### src/rtl/regfile_port_ctrl_if.sv
// Writeback and debug-load write requests into the register file port controller.
// The master drives the requests and the slave returns debug backpressure.
interface regfile_port_ctrl_if #(
  parameter int unsigned IDXW = 4,
  parameter int unsigned DW   = 16
);
  logic            wb_valid;
  logic [IDXW-1:0] wb_reg;
  logic [DW-1:0]   wb_data;
  logic            dbg_valid;
  logic            dbg_ready;
  logic [IDXW-1:0] dbg_reg;
  logic [DW-1:0]   dbg_data;

  modport master (
    output wb_valid, wb_reg, wb_data, dbg_valid, dbg_reg, dbg_data,
    input  dbg_ready
  );

  modport slave (
    input  wb_valid, wb_reg, wb_data, dbg_valid, dbg_reg, dbg_data,
    output dbg_ready
  );
endinterface

### src/rtl/regfile_port_ctrl.sv
// Register file access controller: read decode, single write port arbitration
// (writeback over buffered debug writes), bypass flags and debug starvation stall.
module regfile_port_ctrl #(
  parameter int unsigned NREG         = 16,
  parameter int unsigned IDXW         = 4,
  parameter int unsigned DW           = 16,
  parameter int unsigned STARVE_LIMIT = 4
) (
  input  logic                clk,
  input  logic                rst,
  regfile_port_ctrl_if.slave  bus,
  input  logic [IDXW-1:0]     src_reg1,
  input  logic [IDXW-1:0]     src_reg2,
  output logic [NREG-1:0]     ReadEnable1,
  output logic [NREG-1:0]     ReadEnable2,
  output logic [NREG-1:0]     WriteReg,
  output logic [DW-1:0]       D,
  output logic                bypass1,
  output logic                bypass2,
  output logic                stall_req
);

  localparam int unsigned CntW = $clog2(STARVE_LIMIT) + 1;

  typedef enum logic [1:0] {StIdle, StWait, StForce} state_e;

  logic [IDXW-1:0] reg_q [2];
  logic [DW-1:0]   data_q [2];
  logic            rd_ptr_q, wr_ptr_q;
  logic [1:0]      fill_q, fill_d;
  logic            empty, full, push, pop, blocked;

  logic            sel_valid;
  logic [IDXW-1:0] sel_reg;
  logic [DW-1:0]   sel_data;

  state_e          state_q, state_d;
  logic [CntW-1:0] starve_q, starve_d;

  always_comb begin
    ReadEnable1 = '0;
    ReadEnable2 = '0;
    ReadEnable1[src_reg1] = 1'b1;
    ReadEnable2[src_reg2] = 1'b1;
  end

  assign empty         = (fill_q == 2'd0);
  assign full          = (fill_q == 2'd2);
  assign bus.dbg_ready = ~full;
  assign push          = bus.dbg_valid & ~full;
  assign pop           = ~bus.wb_valid & ~empty;
  assign blocked       = bus.wb_valid & ~empty;

  always_comb begin
    fill_d = fill_q;
    case ({push, pop})
      2'b10:   fill_d = fill_q + 2'd1;
      2'b01:   fill_d = fill_q - 2'd1;
      default: fill_d = fill_q;
    endcase
  end

  always_ff @(posedge clk or posedge rst) begin
    if (rst) begin
      rd_ptr_q <= 1'b0;
      wr_ptr_q <= 1'b0;
      fill_q   <= 2'd0;
      for (int i = 0; i < 2; i++) begin
        reg_q[i]  <= '0;
        data_q[i] <= '0;
      end
    end else begin
      fill_q <= fill_d;
      if (push) begin
        reg_q[wr_ptr_q]  <= bus.dbg_reg;
        data_q[wr_ptr_q] <= bus.dbg_data;
        wr_ptr_q         <= ~wr_ptr_q;
      end
      if (pop) begin
        rd_ptr_q <= ~rd_ptr_q;
      end
    end
  end

  // Reset gates the write port so a held wb_valid cannot pulse WriteReg.
  always_comb begin
    sel_valid = 1'b0;
    sel_reg   = '0;
    sel_data  = '0;
    if (!rst) begin
      if (bus.wb_valid) begin
        sel_valid = 1'b1;
        sel_reg   = bus.wb_reg;
        sel_data  = bus.wb_data;
      end else if (!empty) begin
        sel_valid = 1'b1;
        sel_reg   = reg_q[rd_ptr_q];
        sel_data  = data_q[rd_ptr_q];
      end
    end
  end

  always_comb begin
    WriteReg = '0;
    if (sel_valid && (sel_reg != '0)) begin
      WriteReg[sel_reg] = 1'b1;
    end
  end

  assign D       = sel_valid ? sel_data : '0;
  assign bypass1 = (|WriteReg) && (sel_reg == src_reg1);
  assign bypass2 = (|WriteReg) && (sel_reg == src_reg2);

  // The first blocked cycle moves IDLE->WAIT; FORCE follows once the count reaches LIMIT-1.
  always_comb begin
    state_d  = state_q;
    starve_d = starve_q;
    unique case (state_q)
      StIdle: begin
        starve_d = '0;
        if (blocked) state_d = StWait;
      end
      StWait: begin
        if (empty) begin
          state_d  = StIdle;
          starve_d = '0;
        end else if (blocked) begin
          if (starve_q != '1) starve_d = starve_q + CntW'(1);
          if (starve_d >= CntW'(STARVE_LIMIT - 1)) state_d = StForce;
        end
      end
      StForce: begin
        if (pop) begin
          state_d  = StIdle;
          starve_d = '0;
        end
      end
      default: state_d = StIdle;
    endcase
  end

  always_ff @(posedge clk or posedge rst) begin
    if (rst) begin
      state_q  <= StIdle;
      starve_q <= '0;
    end else begin
      state_q  <= state_d;
      starve_q <= starve_d;
    end
  end

  assign stall_req = (state_q == StForce);

endmodule

### src/flat_wrapper.sv
// flat-port wrapper written by rule: the top's interface ports become plain ports
module regfile_port_ctrl_flat 
#(
  parameter int unsigned NREG         = 16,
  parameter int unsigned IDXW         = 4,
  parameter int unsigned DW           = 16,
  parameter int unsigned STARVE_LIMIT = 4
)
  (clk, rst, src_reg1, src_reg2, ReadEnable1, ReadEnable2, WriteReg, D, bypass1, bypass2, stall_req, bus_wb_valid, bus_wb_reg, bus_wb_data, bus_dbg_valid, bus_dbg_reg, bus_dbg_data, bus_dbg_ready);
  regfile_port_ctrl_if #(.IDXW(IDXW), .DW(DW)) bus_i ();
  input  logic clk;
  input  logic rst;
  input  logic [IDXW-1:0] src_reg1;
  input  logic [IDXW-1:0] src_reg2;
  output logic [NREG-1:0] ReadEnable1;
  output logic [NREG-1:0] ReadEnable2;
  output logic [NREG-1:0] WriteReg;
  output logic [DW-1:0] D;
  output logic bypass1;
  output logic bypass2;
  output logic stall_req;
  input wire logic [$bits(bus_i.wb_valid)-1:0] bus_wb_valid;
  input wire logic [$bits(bus_i.wb_reg)-1:0] bus_wb_reg;
  input wire logic [$bits(bus_i.wb_data)-1:0] bus_wb_data;
  input wire logic [$bits(bus_i.dbg_valid)-1:0] bus_dbg_valid;
  input wire logic [$bits(bus_i.dbg_reg)-1:0] bus_dbg_reg;
  input wire logic [$bits(bus_i.dbg_data)-1:0] bus_dbg_data;
  output wire logic [$bits(bus_i.dbg_ready)-1:0] bus_dbg_ready;
  assign bus_i.wb_valid = bus_wb_valid;
  assign bus_i.wb_reg = bus_wb_reg;
  assign bus_i.wb_data = bus_wb_data;
  assign bus_i.dbg_valid = bus_dbg_valid;
  assign bus_i.dbg_reg = bus_dbg_reg;
  assign bus_i.dbg_data = bus_dbg_data;
  assign bus_dbg_ready = bus_i.dbg_ready;
  regfile_port_ctrl #(.NREG(NREG), .IDXW(IDXW), .DW(DW), .STARVE_LIMIT(STARVE_LIMIT)) u_core (.clk(clk), .rst(rst), .bus(bus_i), .src_reg1(src_reg1), .src_reg2(src_reg2), .ReadEnable1(ReadEnable1), .ReadEnable2(ReadEnable2), .WriteReg(WriteReg), .D(D), .bypass1(bypass1), .bypass2(bypass2), .stall_req(stall_req));
endmodule
### config.mk
export PLATFORM = sky130hd
export DESIGN_NAME = regfile_port_ctrl_flat
export DESIGN_NICKNAME = d
export VERILOG_FILES = /design/src/rtl/regfile_port_ctrl_if.sv /design/src/rtl/regfile_port_ctrl.sv /design/src/flat_wrapper.sv
export SDC_FILE = /design/constraint.sdc
export NUM_CORES = 1
export LEC_CHECK = 0
export CORE_MARGIN = 3
export CORE_UTILIZATION = 47
export CTS_CLUSTER_DIAMETER = 150
export CTS_CLUSTER_SIZE = 40
export DETAILED_ROUTE_END_ITERATION = 8
export PLACE_DENSITY = 0.87
export SYNTH_ARGS = -nofsm -noshare
export SYNTH_HDL_FRONTEND = slang
export SYNTH_SLANG_ARGS = --single-unit
### constraint.sdc
create_clock -name clk -period 6.3 [get_ports clk]
set_input_delay 1.575 -clock clk [delete_from_list [all_inputs] [get_ports clk]]
set_output_delay 1.575 -clock clk [all_outputs]
set_load 0.05 [all_outputs]
==> key figures, run 1 <==
Run status
  – Status: completed

Clock tree
  – Worst-Skew Late Latency: around 0.30 ns
  – Clk sinks: 49
  – H-tree levels: 2
  – Num CTS Buffers: 5
  – CTS tree: yes
  – Clock root buffer: clkbuf_8
  – Setup Buffers After CTS: 0
  – CTS Hold Bufs: 0
  – CTS resizes: 0
  – Buffer depth of the longest clock path: 2
  – Clk pin slew, worst setup/hold paths: roughly 0.080 ns

Synth
  – Syn Inst Count: between 300 and 400
  – Top_reg_cell synth: dfrtp_1
  – Post-synth net total: ~370
  – Syn Area/Cell: ~9.5 um^2
  – EDFF count, synth: 0
  – Yosys Warn Count: 0
  – FF+latch count, synth: slightly below 50
  – Register area share after synthesis: slightly above 40%
  – Post-synthesis cell area: 0.00298 mm^2
  – Yosys cell types: 36
  – Post-synth ARST share: 100%

Placed design
  – Port Buffers: about 120
  – GPL Wtd Cong: between 0.9 and 1
  – Placement Setup Slack: 0.867 ns
  – Hpwl dp: 5.89 mm

Detailed routing
  – Vias per inst: around 5.4
  – First-pass DRT Iterations: 4
  – Via count: between 2,000 and 3,000
  – Routed WL: 7.83 mm
  – DR WL/cell: approximately 16 um
  – DR DRC count: 0
  – Initial DRC count: 65
  – Antenna viol nets, final: 0

Worst setup path
  – Worst Path Required: around 4.7 ns
  – CP Class: input port to primary output
  – WP data arrival: 3.85 ns
  – Crit end category: primary output
  – Crit-path slowest cell: o31ai_1
  – Max incr delay on CP: 0.57 ns
  – CP max FO: 27
  – Worst Path Buf+Inv: 2
  – Critical path's top delay family: compound AO/OA/AOI/OAI gates
  – Crit path cell chain: clkdlybuf4s50_1 > o21bai_4 > o31ai_1 > xnor2_1 > nand3_1 > nor4_1 > buf_12
  – Startpoint Class: input port

Floorplan
  – Starting density of the core: 49.5%
  – Core Area: about 0.0060 mm^2
  – Die Span Y: around 86 um
  – IO Pins: 120
  – FP Rows: 28
  – Die extent in x: 85.6 um
  – Die Area: ~0.0073 mm^2

GRT
  – Initial antenna violation count: 0
  – Vias in the first global route: 2,757
  – Largest net degree at the start of global routing: 50
  – Total grt overflow: 0
  – Global-route wire length before repair: 12.8 mm
  – GRT Util Overall: between 20 and 25%

Timing
  – Max Freq: between 150 and 200 MHz
  – Slew @ Worst Pin: approximately 1.2 ns
  – Hold Slack: around 0.51 ns
  – Setup TNS: 0 ns
  – Final WS setup: about 0.87 ns
  – Setup violators final: 0
  – Worst Skew: slightly below 0.004 ns
  – Clock period minus worst slack: 5.43 ns
  – Slew Limit Fails: 0
  – Unrepaired setup endpoints after global routing: no
  – Slew headroom: 22.0%
  – Crit share post-route: ~86%
  – Final Hold Viols: 0

Min path
  – Hold Crit Class: flip-flop to flip-flop

Cells and area
  – Utilization after layout: ~74%
  – Nets: 474
  – Reg area: between 0.001 and 0.0015 mm^2
  – Share of layout cells above drive strength 1: roughly 22%
  – Antenna cells: 0
  – Multi-input logic area: ~0.0016 mm^2
  – Area growth from synthesis to layout: 48.7%
  – Filler Cells Inserted: roughly 430

Power
  – PwrDens: 387 mW/mm^2
  – Peak VDD IR: around 0.00029 V
  – Tot Pwr: between 1.5 and 2 mW
  – Leakage: 1.82 nW

Run
  – Max Cap Viol: 0
==> registers in the layout, indices dropped and copies added (netlist names) <==
signal	flops
u_core.data_q	32
u_core.reg_q	8
u_core.starve_q	3
u_core.fill_q	2
u_core.state_q	2
u_core.rd_ptr_q	1
u_core.wr_ptr_q	1
==> cells in the mapped netlist, types with 2 or more instances <==
library cell,count,share of area (%)
o22ai_1,2,0.42
mux2_2,41,15
ha_1,2,0.84
nor2_2,3,0.63
or3_4,2,0.76
o31ai_2,2,0.84
o31ai_1,2,0.50
a21oi_1,23,3.9
nand2_1,10,1.3
dfrtp_1,49,41
clkbuf_1,8,1.0
nand2b_1,9,1.9
o21ai_0,3,0.50
nor4_1,4,0.84
inv_1,2,0.25
nor2_1,73,9.2
xnor2_1,12,3.5
mux2i_1,21,7.1
nor3_1,13,2.2
buf_2,11,1.8
nand3b_1,3,0.76
a22o_1,2,0.59
nand3_1,3,0.50
buf_1,2,0.25
nor2b_1,2,0.42
==> power by group <==
part           switching, mW  internal, mW  total [mW]
sequential             0.136         0.472       0.609
combinational          0.463         0.420       0.883
clock                 0.0962         0.129       0.226
total                  0.695          1.02        1.72
==> worst reg2reg max path: stages (launching register included) <==
cell	delay [ns]
dfrtp_1	0.52
nand2b_1	0.23
nand2_1	0.13
nor2_2	0.83
mux2_2	0.43
==> cell type report <==
cell class	count	area share [%]
clock buffer	7	1.95
multi-input combinational	241	37.1
tap	75	2.12
sequential	49	27.7
timing repair buffer	121	30.4
clock inverter	1	0.677
inverter	2	0.169
==> cell usage in the layout (no fill, tap or decap), types with 2 or more instances in the layout <==
cell type and n:
clkdlybuf4s50_1 90, nor2_1 72, dfrtp_1 49, mux2_2 41, a21oi_1 23, mux2i_1 21, buf_12 17, buf_4 14
nor3_1 13, xnor2_1 12, nand2_1 10, nand2b_1 9, clkbuf_8 6, nor2_2 4, nor4_1 4, nand3_1 3
o31ai_2 3, nand3b_1 3, o21ai_0 3, o22ai_1 2, or3_4 2, nor2b_1 2, a22o_1 2, ha_1 2
==> cells by family after synthesis <==
| logic type | after synthesis | synth area share [%] |
|---|---|---|
| buffers and inverters | 25 | 3.99 |
| AO/OA/AOI/OAI | 39 | 8.61 |
| flip-flops | 49 | 41.1 |
| other | 1 | 0.126 |
| multiplexers | 62 | 22.5 |
| AND/OR/NAND/NOR | 124 | 18.9 |
| adder cells (fa/ha/maj) | 2 | 0.839 |
| XOR/XNOR | 13 | 3.82 |
==> final timing paths <==
path | from | to | slack, ns | cells past startpoint
max | bus_wb_valid | bypass1 | 0.87 | 7
min | u_core.data_q[27] | u_core.data_q[27] | 0.51 | 1
max reg2reg | u_core.fill_q[0] | u_core.data_q[31] | 4.05 | 4
min reg2reg | u_core.data_q[27] | u_core.data_q[27] | 0.51 | 1
max in group asynchronous | rst | u_core.data_q[30] | 3.76 | 3
min in group asynchronous | rst | u_core.fill_q[1] | 2.15 | 3
==> stage by stage <==
| step | std cells | cell area, um^2 |
|---|---|---|
| final | 496 | 4430 |
| after detailed placement | 488 | 4320 |
| after CTS | 496 | 4430 |
| after global placement | 488 | 4320 |
| after floorplan | 315 | 2980 |
| after global routing | 496 | 4430 |
==> routing by layer <==
metal	vias to the layer above	global-route usage [%]	share of wire [%]
met5	-	0	0
met4	0	4.60	0.82
met3	7	5.19	8.6
met2	117	40.3	50
met1	1259	24.8	40
li1	1298	-	-
No activity file was read; power rests on OpenSTA's default activity.
==> inputs of run 2 (changes only) <==
--- a/config.mk
+++ b/config.mk
@@ -10,7 +10,8 @@
 export CTS_CLUSTER_DIAMETER = 150
 export CTS_CLUSTER_SIZE = 40
 export DETAILED_ROUTE_END_ITERATION = 8
-export PLACE_DENSITY = 0.87
+export GPL_TIMING_DRIVEN = 1
+export PLACE_DENSITY = 0.88
 export SYNTH_ARGS = -nofsm -noshare
 export SYNTH_HDL_FRONTEND = slang
 export SYNTH_SLANG_ARGS = --single-unit
==> run 2 against run 1 <==
First-iteration DRC count fell by 9.2%. Critical path depth did not move. Global-route usage rose by 0.78 points. Sequential share of layout area rose by 0.17 points. Sequential power barely moved. Worst setup slack got worse by 0.11 ns. Hold slack improved by 0.0014 ns. Maximum frequency fell by 2.1%.
==> key figures, run 2 (synthesis results as in run 1) <==
Run status
  – Status: completed

Run
  – Max Cap Viol: 0

GRT
  – Largest net degree at the start of global routing: 50
  – Total grt overflow: 0
  – Vias in the first global route: 2,809
  – Met2 Track Usage GR: between 40% and 50%
  – GRT met1 Usage: approximately a quarter
  – Met3 Resource Use GR: approximately 3.6%
  – GRT Util Overall: 22.3%
  – Initial antenna violation count: 0
  – Global-route wire length before repair: about 13 mm
  – Gr busiest metal: met2

Placed design
  – Dpl cell area: about 0.0043 mm^2
  – GPL Wtd Cong: approximately 0.86
  – Placed insts: 488
  – Port Buffers: roughly 120
  – Hpwl dp: 6.13 mm
  – Placement Setup Slack: between 0.7 and 0.8 ns

Cells and area
  – Most frequent cells in the layout: clkdlybuf4s50_1 (85), nor2_1 (72), dfrtp_1 (49)
  – Utilization after layout: between 70% and 80%
  – Share of layout cells above drive strength 1: between 20 and 25%
  – Commonest non-fill, non-tap cell in the layout: clkdlybuf4s50_1
  – Area growth from synthesis to layout: 47.8%
  – Antenna cells: 0
  – Nets: 474
  – Filler Cells Inserted: between 400 and 500
  – Largest Register: u_core.data_q
  – Final Non-Filler Cells: between 400 and 500
  – Multi-input logic area: ~0.0016 mm^2
  – Reg area: between 0.001 and 0.0015 mm^2
  – Design Area, Final: approximately 0.0044 mm^2
  – Max reg flops: 32
  – Biggest regs: u_core.data_q (32), u_core.reg_q (8), u_core.starve_q (3)

Timing
  – Slew @ Worst Pin: approximately 1.1 ns
  – Unrepaired setup endpoints after global routing: no
  – Setup TNS: 0 ns
  – Crit share post-route: 87.9%
  – Final WS setup: 0.759 ns
  – Worst Skew: 0.00484 ns
  – Final Hold Viols: 0
  – Hold Slack: between 0.5 and 0.6 ns
  – Slew headroom: 23.4%
  – Setup violators final: 0
  – Max Freq: 180 MHz
  – Clock period minus worst slack: about 5.5 ns
  – Slew Limit Fails: 0

Clock tree
  – CTS resizes: 0
  – CTS Hold Bufs: 0
  – Setup Buffers After CTS: 0
  – Num CTS Buffers: 5
  – Clk pin slew, worst setup/hold paths: 0.08 ns
  – Buffer depth of the longest clock path: 2
  – H-tree levels: 2
  – CTS tree: yes
  – Worst-Skew Late Latency: 0.30 ns
  – Clock root buffer: clkbuf_8
  – Clk sinks: 49

Power
  – Peak VDD IR: 0.000327 V
  – Flop pwr share: a little over a third
  – PwrDens: between 300 and 400 mW/mm^2
  – Clock Power Share: 11.7%
  – Tot Pwr: about 1.7 mW
  – Gate power share: between 50% and 60%
  – Sw Ratio: about two fifths
  – Pint: a little under 1 mW
  – Net Sw Power: ~0.70 mW
  – Leakage: ~1.8 nW

Detailed routing
  – DR WL/cell: 16.2 um
  – Vias per inst: 5.52
  – Initial DRC count: 59
  – Routed WL: roughly 8 mm
  – DR DRC count: 0
  – Via count: 2,739
  – First-pass DRT Iterations: 4
  – Antenna viol nets, final: 0

Floorplan
  – Die Area: roughly 0.0073 mm^2
  – Die extent in x: about 86 um
  – IO Pins: 120
  – FP Rows: 28
  – Starting density of the core: ~49%
  – Core Area: approximately 0.006 mm^2
  – Die Span Y: roughly 86 um

Worst setup path
  – Crit path cell chain: clkdlybuf4s50_1 > o21bai_4 > o31ai_1 > xnor2_1 > nand3_1 > nor4_1 > buf_12
  – Worst Path Buf+Inv: 2
  – Worst Path Required: ~4.7 ns
  – Startpoint Class: input port
  – Max incr delay on CP: 0.61 ns
  – Critical path's top delay family: compound AO/OA/AOI/OAI gates
  – CP Class: input port to primary output
  – Crit end category: primary output
  – WP data arrival: approximately 4.0 ns
  – CP max FO: 27
  – Crit-path slowest cell: o31ai_1

Min path
  – Hold Crit Class: flip-flop to flip-flop
-- run 2: worst paths after layout --
kind,startpoint,cells after the start,slack [ns],endpoint
hold reg to reg,u_core.reg_q[0],1,0.51,u_core.reg_q[0]
min in group asynchronous,rst,3,2.14,u_core.reg_q[7]
hold / removal,u_core.reg_q[0],1,0.51,u_core.reg_q[0]
max in group asynchronous,rst,3,3.75,u_core.starve_q[1]
setup reg to reg,u_core.fill_q[0],4,4.00,u_core.reg_q[4]
setup / recovery,bus_wb_valid,7,0.76,bypass1
-- run 2: per-layer routing --
metal / share of wire [%] / wire, um
met5: 0 / 0
met4: 1.7 / 136
met3: 7.7 / 615
met2: 51 / 4080
met1: 40 / 3200
-- run 2: layout make-up --
cell class / instances / area share (%)
clock buffers: 7 / 2.19
clock inverters: 1 / 0.114
inverters: 2 / 0.170
multi-input cells: 241 / 37.3
flip-flops and latches: 49 / 27.8
well taps: 75 / 2.13
repair buffers: 121 / 30.3
-- run 2: power by group through the flow --
stage	clock (mW)	sequential [mW]	combinational (mW)
6_report	0.198	0.608	0.883
3_5_place_dp	0	0.612	0.882
5_1_grt	0.213	0.627	0.955
3_3_place_gp	0	0.595	0.854
2_1_floorplan	0	0.543	0.700
4_1_cts	0.200	0.607	0.888
